<file path="src/rtl/i2c_pwm_pkg.sv">
// Shared types and constants for the I2C-to-PWM register front end.
//   - CMPA_W      : width of the committed compare word
//   - LoW/MidW/HiW: widths of the three staging fields that make up cmpa
//   - Reg*        : register-map indices addressed by the 2-bit pointer
//   - i2c_state_e : protocol FSM states (read states only with I2C_PWM_READ_EN)
//   - pack_cmpa   : assembles the compare word from the staging fields
package i2c_pwm_pkg;

  localparam int unsigned CMPA_W = 19;

  localparam int unsigned LoW  = 8;
  localparam int unsigned MidW = 8;
  localparam int unsigned HiW  = 3;

  localparam logic [1:0] RegLo     = 2'd0;
  localparam logic [1:0] RegMid    = 2'd1;
  localparam logic [1:0] RegHi     = 2'd2;
  localparam logic [1:0] RegCommit = 2'd3;

  typedef enum logic [3:0] {
    StIdle,
    StAddr,
    StAddrAck,
    StPtr,
    StPtrAck,
    StData,
    StDataAck,
    StIgnore
`ifdef I2C_PWM_READ_EN
    ,
    StRead,
    StReadAck
`endif
  } i2c_state_e;

  function automatic logic [CMPA_W-1:0] pack_cmpa(input logic [HiW-1:0]  hi,
                                                  input logic [MidW-1:0] mid,
                                                  input logic [LoW-1:0]  lo);
    return {hi, mid, lo};
  endfunction

endpackage

</file>
<file path="src/rtl/i2c_line_filter.sv">
// Synchroniser and glitch filter for one I2C line.
// A raw asynchronous pin passes through a 2-flop synchroniser; the filtered level only
// changes after FiltLen consecutive synchronised samples disagree with it. Rise/fall
// strobes are single-cycle pulses aligned with the cycle the new level appears.
// Ports:
//   clk_i   system clock
//   rst_ni  asynchronous active-low reset (level resets to 1, the idle bus level)
//   raw_i   raw pin level
//   level_o filtered level
//   rise_o  one-cycle pulse when level_o goes 0 -> 1
//   fall_o  one-cycle pulse when level_o goes 1 -> 0
module i2c_line_filter #(
  parameter int unsigned FiltLen = 3
) (
  input  logic clk_i,
  input  logic rst_ni,
  input  logic raw_i,
  output logic level_o,
  output logic rise_o,
  output logic fall_o
);

  logic [1:0] sync_q;
  logic [2:0] cnt_q;
  logic       filt_q;
  logic       rise_q;
  logic       fall_q;

  always_ff @(posedge clk_i or negedge rst_ni) begin
    if (!rst_ni) begin
      sync_q <= 2'b11;
      cnt_q  <= 3'd0;
      filt_q <= 1'b1;
      rise_q <= 1'b0;
      fall_q <= 1'b0;
    end else begin
      sync_q <= {sync_q[0], raw_i};
      rise_q <= 1'b0;
      fall_q <= 1'b0;
      if (sync_q[1] == filt_q) begin
        // Any agreeing sample restarts the run, so short glitches never accumulate.
        cnt_q <= 3'd0;
      end else if (cnt_q == 3'(FiltLen - 1)) begin
        cnt_q  <= 3'd0;
        filt_q <= sync_q[1];
        rise_q <= sync_q[1];
        fall_q <= ~sync_q[1];
      end else begin
        cnt_q <= cnt_q + 3'd1;
      end
    end
  end

  assign level_o = filt_q;
  assign rise_o  = rise_q;
  assign fall_o  = fall_q;

endmodule

</file>
<file path="src/rtl/i2c_pwm_regs.sv">
// I2C target front end for the PWM controller.
// Receives byte writes on SCL/SDA into a 4-byte map; a write to the commit register
// copies the staged fields into cmpa atomically and pulses cmpa_upd.
// Map: 0 = cmpa[7:0], 1 = cmpa[15:8], 2 = cmpa[18:16] (bits 7:3 ignored), 3 = commit.
// Optional feature macro: I2C_PWM_READ_EN enables register reads (R/W=1).
// Ports:
//   clk_USB  system clock (12 MHz)
//   rstn     asynchronous active-low reset
//   scl_in   raw SCL pin
//   sda_in   raw SDA pin
//   sda_oe   1 = pull SDA low
//   cmpa     committed compare word {period, dither, phase}
//   cmpa_upd one-cycle pulse when cmpa changes
//   busy     high from an own-address START to STOP
module i2c_pwm_regs
  import i2c_pwm_pkg::*;
#(
  parameter logic [6:0]        DEV_ADDR   = 7'h52,
  parameter int unsigned       FILT_LEN   = 3,
  parameter logic [CMPA_W-1:0] CMPA_RESET = 19'h0
) (
  input  logic              clk_USB,
  input  logic              rstn,
  input  logic              scl_in,
  input  logic              sda_in,
  output logic              sda_oe,
  output logic [CMPA_W-1:0] cmpa,
  output logic              cmpa_upd,
  output logic              busy
);

  logic scl_lvl, scl_rise, scl_fall;
  logic sda_lvl, sda_rise, sda_fall;

  i2c_line_filter #(
    .FiltLen (FILT_LEN)
  ) u_scl_filter (
    .clk_i   (clk_USB),
    .rst_ni  (rstn),
    .raw_i   (scl_in),
    .level_o (scl_lvl),
    .rise_o  (scl_rise),
    .fall_o  (scl_fall)
  );

  i2c_line_filter #(
    .FiltLen (FILT_LEN)
  ) u_sda_filter (
    .clk_i   (clk_USB),
    .rst_ni  (rstn),
    .raw_i   (sda_in),
    .level_o (sda_lvl),
    .rise_o  (sda_rise),
    .fall_o  (sda_fall)
  );

  logic start_det, stop_det;
  assign start_det = sda_fall & scl_lvl;
  assign stop_det  = sda_rise & scl_lvl;

  i2c_state_e        state_q;
  logic [2:0]        bit_cnt_q;
  logic [6:0]        shift_q;
  logic [1:0]        ptr_q;
  logic              ack_on_q;
  logic              sda_oe_q;
  logic              busy_q;
  logic [LoW-1:0]    reg_lo_q;
  logic [MidW-1:0]   reg_mid_q;
  logic [HiW-1:0]    reg_hi_q;
  logic              commit_q;
  logic [CMPA_W-1:0] cmpa_q;
  logic              cmpa_upd_q;

  // Byte as it stands including the bit being sampled on this SCL rise.
  logic [7:0] rx_byte;
  assign rx_byte = {shift_q, sda_lvl};

`ifdef I2C_PWM_READ_EN
  logic       rd_mode_q;
  logic       tx_first_q;
  logic [7:0] tx_q;
  logic [7:0] rd_data;

  always_comb begin
    rd_data = 8'h00;
    unique case (ptr_q)
      RegLo:     rd_data = reg_lo_q;
      RegMid:    rd_data = reg_mid_q;
      RegHi:     rd_data = {{(8 - HiW){1'b0}}, reg_hi_q};
      RegCommit: rd_data = {{(8 - HiW){1'b0}}, cmpa_q[CMPA_W-1:LoW+MidW]};
    endcase
  end
`endif

  always_ff @(posedge clk_USB or negedge rstn) begin
    if (!rstn) begin
      state_q    <= StIdle;
      bit_cnt_q  <= 3'd0;
      shift_q    <= 7'd0;
      ptr_q      <= 2'd0;
      ack_on_q   <= 1'b0;
      sda_oe_q   <= 1'b0;
      busy_q     <= 1'b0;
      reg_lo_q   <= CMPA_RESET[LoW-1:0];
      reg_mid_q  <= CMPA_RESET[LoW+MidW-1:LoW];
      reg_hi_q   <= CMPA_RESET[CMPA_W-1:LoW+MidW];
      commit_q   <= 1'b0;
      cmpa_q     <= CMPA_RESET;
      cmpa_upd_q <= 1'b0;
`ifdef I2C_PWM_READ_EN
      rd_mode_q  <= 1'b0;
      tx_first_q <= 1'b0;
      tx_q       <= 8'h00;
`endif
    end else begin
      // Commit lands one clock after the reg3 write, well inside the ACK bit.
      commit_q   <= 1'b0;
      cmpa_upd_q <= commit_q;
      if (commit_q) begin
        cmpa_q <= pack_cmpa(reg_hi_q, reg_mid_q, reg_lo_q);
      end

      if (start_det) begin
        // Repeated START wins over any partial byte or pending ACK.
        state_q   <= StAddr;
        bit_cnt_q <= 3'd0;
        ack_on_q  <= 1'b0;
        sda_oe_q  <= 1'b0;
      end else if (stop_det) begin
        state_q   <= StIdle;
        bit_cnt_q <= 3'd0;
        ack_on_q  <= 1'b0;
        sda_oe_q  <= 1'b0;
        busy_q    <= 1'b0;
      end else begin
        unique case (state_q)
          StAddr: begin
            if (scl_rise) begin
              shift_q   <= rx_byte[6:0];
              bit_cnt_q <= bit_cnt_q + 3'd1;
              if (bit_cnt_q == 3'd7) begin
                if (rx_byte[7:1] == DEV_ADDR && !rx_byte[0]) begin
                  state_q <= StAddrAck;
                  busy_q  <= 1'b1;
`ifdef I2C_PWM_READ_EN
                  rd_mode_q <= 1'b0;
                end else if (rx_byte[7:1] == DEV_ADDR) begin
                  state_q   <= StAddrAck;
                  busy_q    <= 1'b1;
                  rd_mode_q <= 1'b1;
`endif
                end else begin
                  state_q <= StIgnore;
                  busy_q  <= 1'b0;
                end
              end
            end
          end

          StAddrAck: begin
            if (scl_fall) begin
              if (!ack_on_q) begin
                sda_oe_q <= 1'b1;
                ack_on_q <= 1'b1;
              end else begin
                ack_on_q  <= 1'b0;
                bit_cnt_q <= 3'd0;
`ifdef I2C_PWM_READ_EN
                if (rd_mode_q) begin
                  // ACK release and first data bit share this SCL fall.
                  tx_q       <= rd_data;
                  tx_first_q <= 1'b0;
                  sda_oe_q   <= ~rd_data[7];
                  state_q    <= StRead;
                end else begin
                  sda_oe_q <= 1'b0;
                  state_q  <= StPtr;
                end
`else
                sda_oe_q <= 1'b0;
                state_q  <= StPtr;
`endif
              end
            end
          end

          StPtr: begin
            if (scl_rise) begin
              shift_q   <= rx_byte[6:0];
              bit_cnt_q <= bit_cnt_q + 3'd1;
              if (bit_cnt_q == 3'd7) begin
                ptr_q   <= rx_byte[1:0];
                state_q <= StPtrAck;
              end
            end
          end

          StData: begin
            if (scl_rise) begin
              shift_q   <= rx_byte[6:0];
              bit_cnt_q <= bit_cnt_q + 3'd1;
              if (bit_cnt_q == 3'd7) begin
                unique case (ptr_q)
                  RegLo:     reg_lo_q  <= rx_byte;
                  RegMid:    reg_mid_q <= rx_byte;
                  RegHi:     reg_hi_q  <= rx_byte[HiW-1:0];
                  RegCommit: commit_q  <= 1'b1;
                endcase
                ptr_q   <= ptr_q + 2'd1;
                state_q <= StDataAck;
              end
            end
          end

          StPtrAck, StDataAck: begin
            if (scl_fall) begin
              if (!ack_on_q) begin
                sda_oe_q <= 1'b1;
                ack_on_q <= 1'b1;
              end else begin
                sda_oe_q  <= 1'b0;
                ack_on_q  <= 1'b0;
                bit_cnt_q <= 3'd0;
                state_q   <= StData;
              end
            end
          end

`ifdef I2C_PWM_READ_EN
          StRead: begin
            if (scl_fall) begin
              if (tx_first_q) begin
                tx_first_q <= 1'b0;
                sda_oe_q   <= ~tx_q[7];
              end else begin
                tx_q     <= {tx_q[6:0], 1'b0};
                sda_oe_q <= ~tx_q[6];
              end
            end else if (scl_rise) begin
              bit_cnt_q <= bit_cnt_q + 3'd1;
              if (bit_cnt_q == 3'd7) begin
                ptr_q   <= ptr_q + 2'd1;
                state_q <= StReadAck;
              end
            end
          end

          StReadAck: begin
            if (scl_fall) begin
              sda_oe_q <= 1'b0;
            end else if (scl_rise) begin
              if (!sda_lvl) begin
                tx_q       <= rd_data;
                tx_first_q <= 1'b1;
                bit_cnt_q  <= 3'd0;
                state_q    <= StRead;
              end else begin
                state_q <= StIgnore;
              end
            end
          end
`endif

          default: ;
        endcase
      end
    end
  end

  assign sda_oe   = sda_oe_q;
  assign cmpa     = cmpa_q;
  assign cmpa_upd = cmpa_upd_q;
  assign busy     = busy_q;

endmodule

</file>
<file path="config.mk">
export PLATFORM = sky130hd
export DESIGN_NAME = i2c_pwm_regs
export DESIGN_NICKNAME = d
export VERILOG_FILES = /design/src/rtl/i2c_pwm_pkg.sv /design/src/rtl/i2c_line_filter.sv /design/src/rtl/i2c_pwm_regs.sv
export SDC_FILE = /design/constraint.sdc
export NUM_CORES = 1
export LEC_CHECK = 0
export CAP_MARGIN = 20
export CORE_ASPECT_RATIO = 0.7
export CORE_MARGIN = 1
export CORE_UTILIZATION = 50
export CTS_CLUSTER_DIAMETER = 100
export DETAILED_ROUTE_END_ITERATION = 7
export PLACE_DENSITY = 0.67
export SYNTH_ARGS = -nofsm -noshare
export SYNTH_HDL_FRONTEND = slang
export SYNTH_SLANG_ARGS = --single-unit
export TNS_END_PERCENT = 30
</file>
<file path="constraint.sdc">
create_clock -name clk_USB -period 3.6 [get_ports clk_USB]
set_input_delay 0.72 -clock clk_USB [delete_from_list [all_inputs] [get_ports clk_USB]]
set_output_delay 0.72 -clock clk_USB [all_outputs]
set_load 0.02 [all_outputs]
</file>
==> impl_results.md, run 1 <==
- Req. time, crit path: 2.88 ns
- Placed Cells: 312
- Class of the worst hold path: flip-flop to flip-flop
- Core outline area: roughly 5800 µm²
- Design area: approximately 3600 µm²
- Worst EP arrival: 1.38 ns
- GP Congestion: 0.872
- Cts bufs inserted: 9
- Mapped Nets: 228
- Crit share post-route: 58.4%
- Internal power: 1.41 mW
- Synth-to-Final Area Change: 17.0%
- Post-synth top area share: 54.7%
- Clk buf depth: 2
- Port Buffer Count: 25
- Post-synth EDFFs: 0
- Leakage: 1.71 nW
- Vias per inst: approximately 5.3
- WL/cell: between 15 and 20 µm
- CTS tree: done
- CP Launch Type: flip-flop
- Total gr overflow: 0
- Compound-Gate Fraction of Synth Area: 5.19%
- Sequential Power Share: between 50% and 60%
- Hold_buf cts: 0
- Num Clock Sinks: 73
- Async SR Flop Fraction: 100%
- First-pass GRT wire length: 8.75 mm
- Most common cell in the netlist: dfrtp_1
- Post-synthesis mux area share: 18.0%
- Gate Count Post-Synth: 218
- Area of placed instances: approximately 3400 µm²
- CP Class: flip-flop to output port
- Ys Warns: 0
- Top cell type by total area after synthesis: dfrtp_1
- Main combinational cell family by area after synthesis: multiplexers
- CTS Root Cell: clkbuf_8
- Syn Std Cell Area: between 3000 and 4000 µm²
- Ports: 26
- Mean Syn Cell Area: 14.1 µm²
- Max incr delay on CP: about 0.63 ns
- Outcome: complete, no violations
- Buf/Inv on CP: 1
- Crit-path slowest cell: clkdlybuf4s50_1
- Post-synthesis sequential area ratio: 59.9%
- RSZ-0062 raised after global routing: false
- Final routed DRC violation total: 0
- Number of DRC markers in iteration 0: 70
- Max Fclk: 476 MHz
- Most used DFF post-synth: dfrtp_1
- Dpl hpwl: 3.38 mm
- Slew margin rel.: between 40% and 50%
- Layout cells sized above 1: a little under a third
- Resized Gates After CTS: 0
- Area contributors post-synth: dfrtp_1 (55%), mux2_2 (17%), dfstp_2 (5.1%), ha_1 (2.5%), nand2_1 (1.7%)
- Max H-tree Level: 3
- NumNets Final: roughly 260
- Initial antenna violation count: 0
- DR vias: roughly 1700
- Area of the die: 6450 µm²
- Routed WL: 5.07 mm
- Starting Density: 52.7%
- Delay-heaviest family, CP: buffers and inverters
- Seq cells post-synth: 73
- Switching Share: around 28%
- Die Ht: 67.5 µm
- Largest net degree at the start of global routing: 74
- Synth cell types: 42
- Routed Antenna Nets: 0
- Worst slew pin tran: 0.894 ns
- Worst vdd ir: 0.320 mV
- P_sw: 0.549 mW
- Min Tclk post-route: 2.10 ns
- Crit-path max FO: 3
- Commonest cells in the netlist: dfrtp_1 (67), mux2_2 (46), nand2_1 (14)
- Filler cell count: roughly 460
- Clock Latency Late Sink: 0.34 ns
- Max-Cap Viols: 0
- Power Density: around 550 nW/µm²
- Hold Fails Final Rpt: 0
- GRT Total Usage: a little under a fifth
- Final max-slew violation count: 0
- Core Util, Final: 61.6%
- Clock Power Share: 33.1%
- Setup TNS: 0 ns
- Drt pass-1 iters: 4
- Vias in the first global route: 1714
- Logic gate share of total power: about 14%
- Adder-Cell Fraction of Synth Area: 2.45%
- Row cnt: 23
- Critical Path, Cell by Cell: clkdlybuf4s50_1
- Clk_skew: 0.00644 ns
- N_diodes: 0
- Chip Width: 95.6 µm
- CTS clk-pin slew, worst paths: around 0.070 ns
- Crit end category: output port
- XOR/XNOR Fraction of Synth Area: 1.72%
- Fraction of the mapped netlist area in simple logic gates: 11.4%
- Post-CTS Setup Repair Bufs: 0
- Final setup violation count: 0
- Total power: 1.96 mW
- Fin cells: ~330
path summary, 6_finish.rpt:
| check | end | slack (ns) | start | depth (start not counted) |
|---|---|---|---|---|
| max | sda_oe | 1.50 | sda_oe | 1 |
| min | u_sda_filter.sync_q[1] | 0.36 | u_sda_filter.sync_q[0] | 0 |
| max reg2reg | reg_mid_q[0] | 1.89 | bit_cnt_q[0] | 6 |
| min reg2reg | u_sda_filter.sync_q[1] | 0.36 | u_sda_filter.sync_q[0] | 0 |
| max in group asynchronous | u_scl_filter.cnt_q[0] | 2.44 | rstn | 2 |
| min in group asynchronous | cmpa_upd | 0.57 | rstn | 2 |
metal layers:
layer | share of wire [%] | up-vias | GRT usage, %
li1 | - | 834 | -
met1 | 51 | 844 | 27.6
met2 | 42 | 40 | 25.5
met3 | 4.6 | 9 | 6.76
met4 | 1.9 | 0 | 8.40
met5 | 0 | - | 0
cells by family after synthesis:
| group | Yosys count |
|---|---|
| buffers and inverters | 10 |
| flip-flops | 73 |
| AND/OR/NAND/NOR | 54 |
| multiplexers | 49 |
| AO/OA/AOI/OAI | 20 |
| XOR/XNOR | 6 |
| adder cells (fa/ha/maj) | 6 |
registers in the layout (all words and copies together) (netlist names), 2 cells and up:
signal / flops
cmpa: 19
reg_hi_q: 3
u_scl_filter.sync_q: 2
u_scl_filter.cnt_q: 3
reg_lo_q: 8
u_sda_filter.sync_q: 2
reg_mid_q: 8
state_q: 3
bit_cnt_q: 3
shift_q: 7
u_sda_filter.cnt_q: 3
ptr_q: 2
cells in the final DEF, fill, tap and decap left out, types with 4 or more instances in the layout:
master	netlist	layout
clkbuf_8	0	11
clkdlybuf4s50_1	0	24
dfrtp_1	67	67
dfstp_2	6	6
ha_1	6	6
mux2_2	46	46
nand2_1	14	14
nand2b_1	4	4
nand3b_1	4	4
nor2_1	5	5
nor3b_1	4	4
o21ai_0	5	5
xor2_1	4	4
power groups by stage:
stage / combinational [mW] / sequential (mW) / clock [mW]
final: 0.271 / 1.04 / 0.648
after detailed placement: 0.276 / 1.05 / 0
after global placement: 0.271 / 1.05 / 0
after floorplan: 0.274 / 0.976 / 0
after CTS: 0.276 / 1.04 / 0.673
after global routing: 0.309 / 1.06 / 0.705
layout make-up:
class,instances,area (µm²),share of cell area (%)
clock inverters,4,51.3,1.43
clock buffers,12,155,4.33
flip-flops and latches,73,1830,51.2
well taps,75,93.8,2.62
inverters,3,11.3,0.314
repair buffers,26,253,7.05
multi-input cells,135,1180,33.1
per-stage QoR:
stage                     worst slack, ns  hold WS (ns)
after floorplan                      2.03         0.345
after global placement               1.86         0.346
after detailed placement             1.86         0.347
after CTS                            1.47         0.358
after global routing                 1.44         0.368
final                                1.50         0.357
Power figures use the tool's default switching activity.
==> run 2, diff against run 1 <==
==> constraint.sdc (replaced) <==
create_clock -name clk_USB -period 2 [get_ports clk_USB]
set_input_delay 0.4 -clock clk_USB [delete_from_list [all_inputs] [get_ports clk_USB]]
set_output_delay 0.4 -clock clk_USB [all_outputs]
set_load 0.02 [all_outputs]
==> impl_results.md, run 2 (synthesized netlist as in run 1, its figures left out) <==
- Outcome: complete, no violations (unchanged)
- Resized Gates After CTS: 0 (unchanged)
- Synth-to-Final Area Change: 17.4% (was 17.0%)
- Final setup violation count: 0 (unchanged)
- Placed Cells: 314 (was 312)
- Buf/Inv on CP: 1 (unchanged)
- Place WS: 0.295 ns (was 1.86 ns)
- Clk_skew: 0.0137 ns (was 0.00644 ns)
- Worst slew pin tran: 0.548 ns (was 0.894 ns)
- Most common cell after layout, fill and taps aside: dfrtp_1 (unchanged)
- Power Density: 971 nW/µm² (was 547 nW/µm²)
- Layout cells sized above 1: 31.0% (was 31.2%)
- Die Ht: 67.5 µm (unchanged)
- Number of DRC markers in iteration 0: 60 (was 70)
- Area of placed instances: 3400 µm² (was 3380 µm²)
- Num Clock Sinks: 73 (unchanged)
- CTS clk-pin slew, worst paths: 0.07 ns (about the same)
- Max Fclk: 557 MHz
- Fin cells: 330 (was 328)
- First-pass GRT wire length: 8.55 mm (was 8.75 mm)
- Delay-heaviest family, CP: buffers and inverters (unchanged)
- CP Launch Type: flip-flop (unchanged)
- Vias per inst: 5.22 (was 5.27)
- N_diodes: 0 (unchanged)
- Cts bufs inserted: 9 (unchanged)
- NumNets Final: 260 (was 258)
- Area of the die: 6450 µm² (unchanged)
- Core outline area: 5810 µm² (unchanged)
- Port Buffer Count: 25 (unchanged)
- Design area: 3600 µm² (was 3580 µm²)
- GRT Total Usage: 18.7% (was 19.0%)
- Class of the worst hold path: input pin to async pin (was flip-flop to flip-flop)
- Dpl hpwl: 3.29 mm (was 3.38 mm)
- Vias in the first global route: 1641 (was 1714)
- Worst vdd ir: 0.695 mV (was 0.320 mV)
- Ports: 26 (unchanged)
- Hold_buf cts: 0 (unchanged)
- Row cnt: 23 (unchanged)
- Max FFs per register: 19 (unchanged)
- Crit-path max FO: 3 (unchanged)
- Total gr overflow: 0 (unchanged)
- CTS tree: done (unchanged)
- Crit share post-route: 89.8%
- Chip Width: 95.6 µm (unchanged)
- CP Class: flip-flop to output port (unchanged)
- Crit end category: output port (unchanged)
- Routed WL: 5.05 mm (was 5.07 mm)
- WL/cell: 15.3 µm (was 15.5 µm)
- Leakage: 1.72 nW (was 1.71 nW)
- Req. time, crit path: 1.60 ns (was 2.88 ns)
- RSZ-0062 raised after global routing: false (unchanged)
- Routed Antenna Nets: 0 (unchanged)
- Final worst slack: 0.205 ns (was 1.50 ns)
- Final max-slew violation count: 0 (unchanged)
- Max-Cap Viols: 0 (unchanged)
- Starting Density: 52.7% (unchanged)
- CTS Root Cell: clkbuf_8 (unchanged)
- DR vias: 1721 (was 1727)
- GP Congestion: 0.854 (was 0.872)
- Clock Latency Late Sink: 0.35 ns (was 0.34 ns)
- Max incr delay on CP: 0.63 ns (about the same)
- Core Util, Final: 61.9% (was 61.6%)
- Total power: 3.49 mW (was 1.96 mW)
- Filler cell count: 471 (was 463)
- Min Tclk post-route: 1.80 ns
- Most frequent cells in the layout: dfrtp_1 (67), mux2_2 (46), clkdlybuf4s50_1 (24) (unchanged)
- Final routed DRC violation total: 0 (unchanged)
- Clk buf depth: 2 (unchanged)
- Largest net degree at the start of global routing: 74 (unchanged)
- Worst EP arrival: 1.40 ns (was 1.38 ns)
- Initial antenna violation count: 0 (unchanged)
- Hold WS: 0.0694 ns (was 0.357 ns)
- Drt pass-1 iters: 4 (unchanged)
- Crit-path slowest cell: clkdlybuf4s50_1 (unchanged)
- Critical Path, Cell by Cell: clkdlybuf4s50_1 (unchanged)
- Post-CTS Setup Repair Bufs: 0 (unchanged)
- Setup TNS: 0 ns (unchanged)
- Hold Fails Final Rpt: 0 (unchanged)
- Slew margin rel.: 63.1% (was 40.4%)
- Max H-tree Level: 3 (unchanged)
## run 2: cell types whose count changed in the layout (fill, tap and decap cells not counted)
cell      change
clkbuf_8      -1
clkbuf_1      +2
buf_4         +1
buf_12        +1
clkinv_4      -1
## run 2: layout make-up
class	count	area (µm²)	area share, %
Timing Repair Buffer	28	280	7.79
Clock inverter	3	42.5	1.18
Multi-Input combinational cell	135	1180	33.0
Inverter	3	11.3	0.313
Sequential cell	73	1830	51.0
Clock buffer	13	149	4.14
Tap cell	75	93.8	2.61
## run 2: worst register-to-register path, stage by stage, from the launching register on
cell	delay, ns
dfrtp_1	0.59
nand3b_4	0.17
nor3_4	0.36
nand2_4	0.15
mux2_1	0.33
## run 2: path summary, 6_finish.rpt
path	from	end	slack (ns)	cells after the start
worst max-delay path	sda_oe	sda_oe	0.20	1
worst min-delay path	rstn	state_q[0]	0.07	2
worst max register to register	state_q[0]	reg_lo_q[0]	0.28	4
worst min register to register	u_scl_filter.sync_q[0]	u_scl_filter.sync_q[1]	0.36	0
max in group asynchronous	rstn	u_sda_filter.sync_q[1]	1.58	2
min in group clk_USB	u_scl_filter.sync_q[0]	u_scl_filter.sync_q[1]	0.36	0
## run 2: report_power, final
part           internal, mW  switching, mW  leakage [nW]  total (mW)
clock                 0.610          0.517        0.0936        1.13
sequential             1.63          0.239         0.989        1.87
combinational         0.263          0.228         0.633       0.492
## run 2: metal layers
metal / global-route usage, % / part of all wire (%) / vias to the layer above
li1: - / - / 835
met2: 23.9 / 41 / 29
met3: 8.11 / 3.9 / 5
met1: 28.4 / 54 / 852
met4: 5.04 / 0.89 / 0
met5: 0 / 0 / -
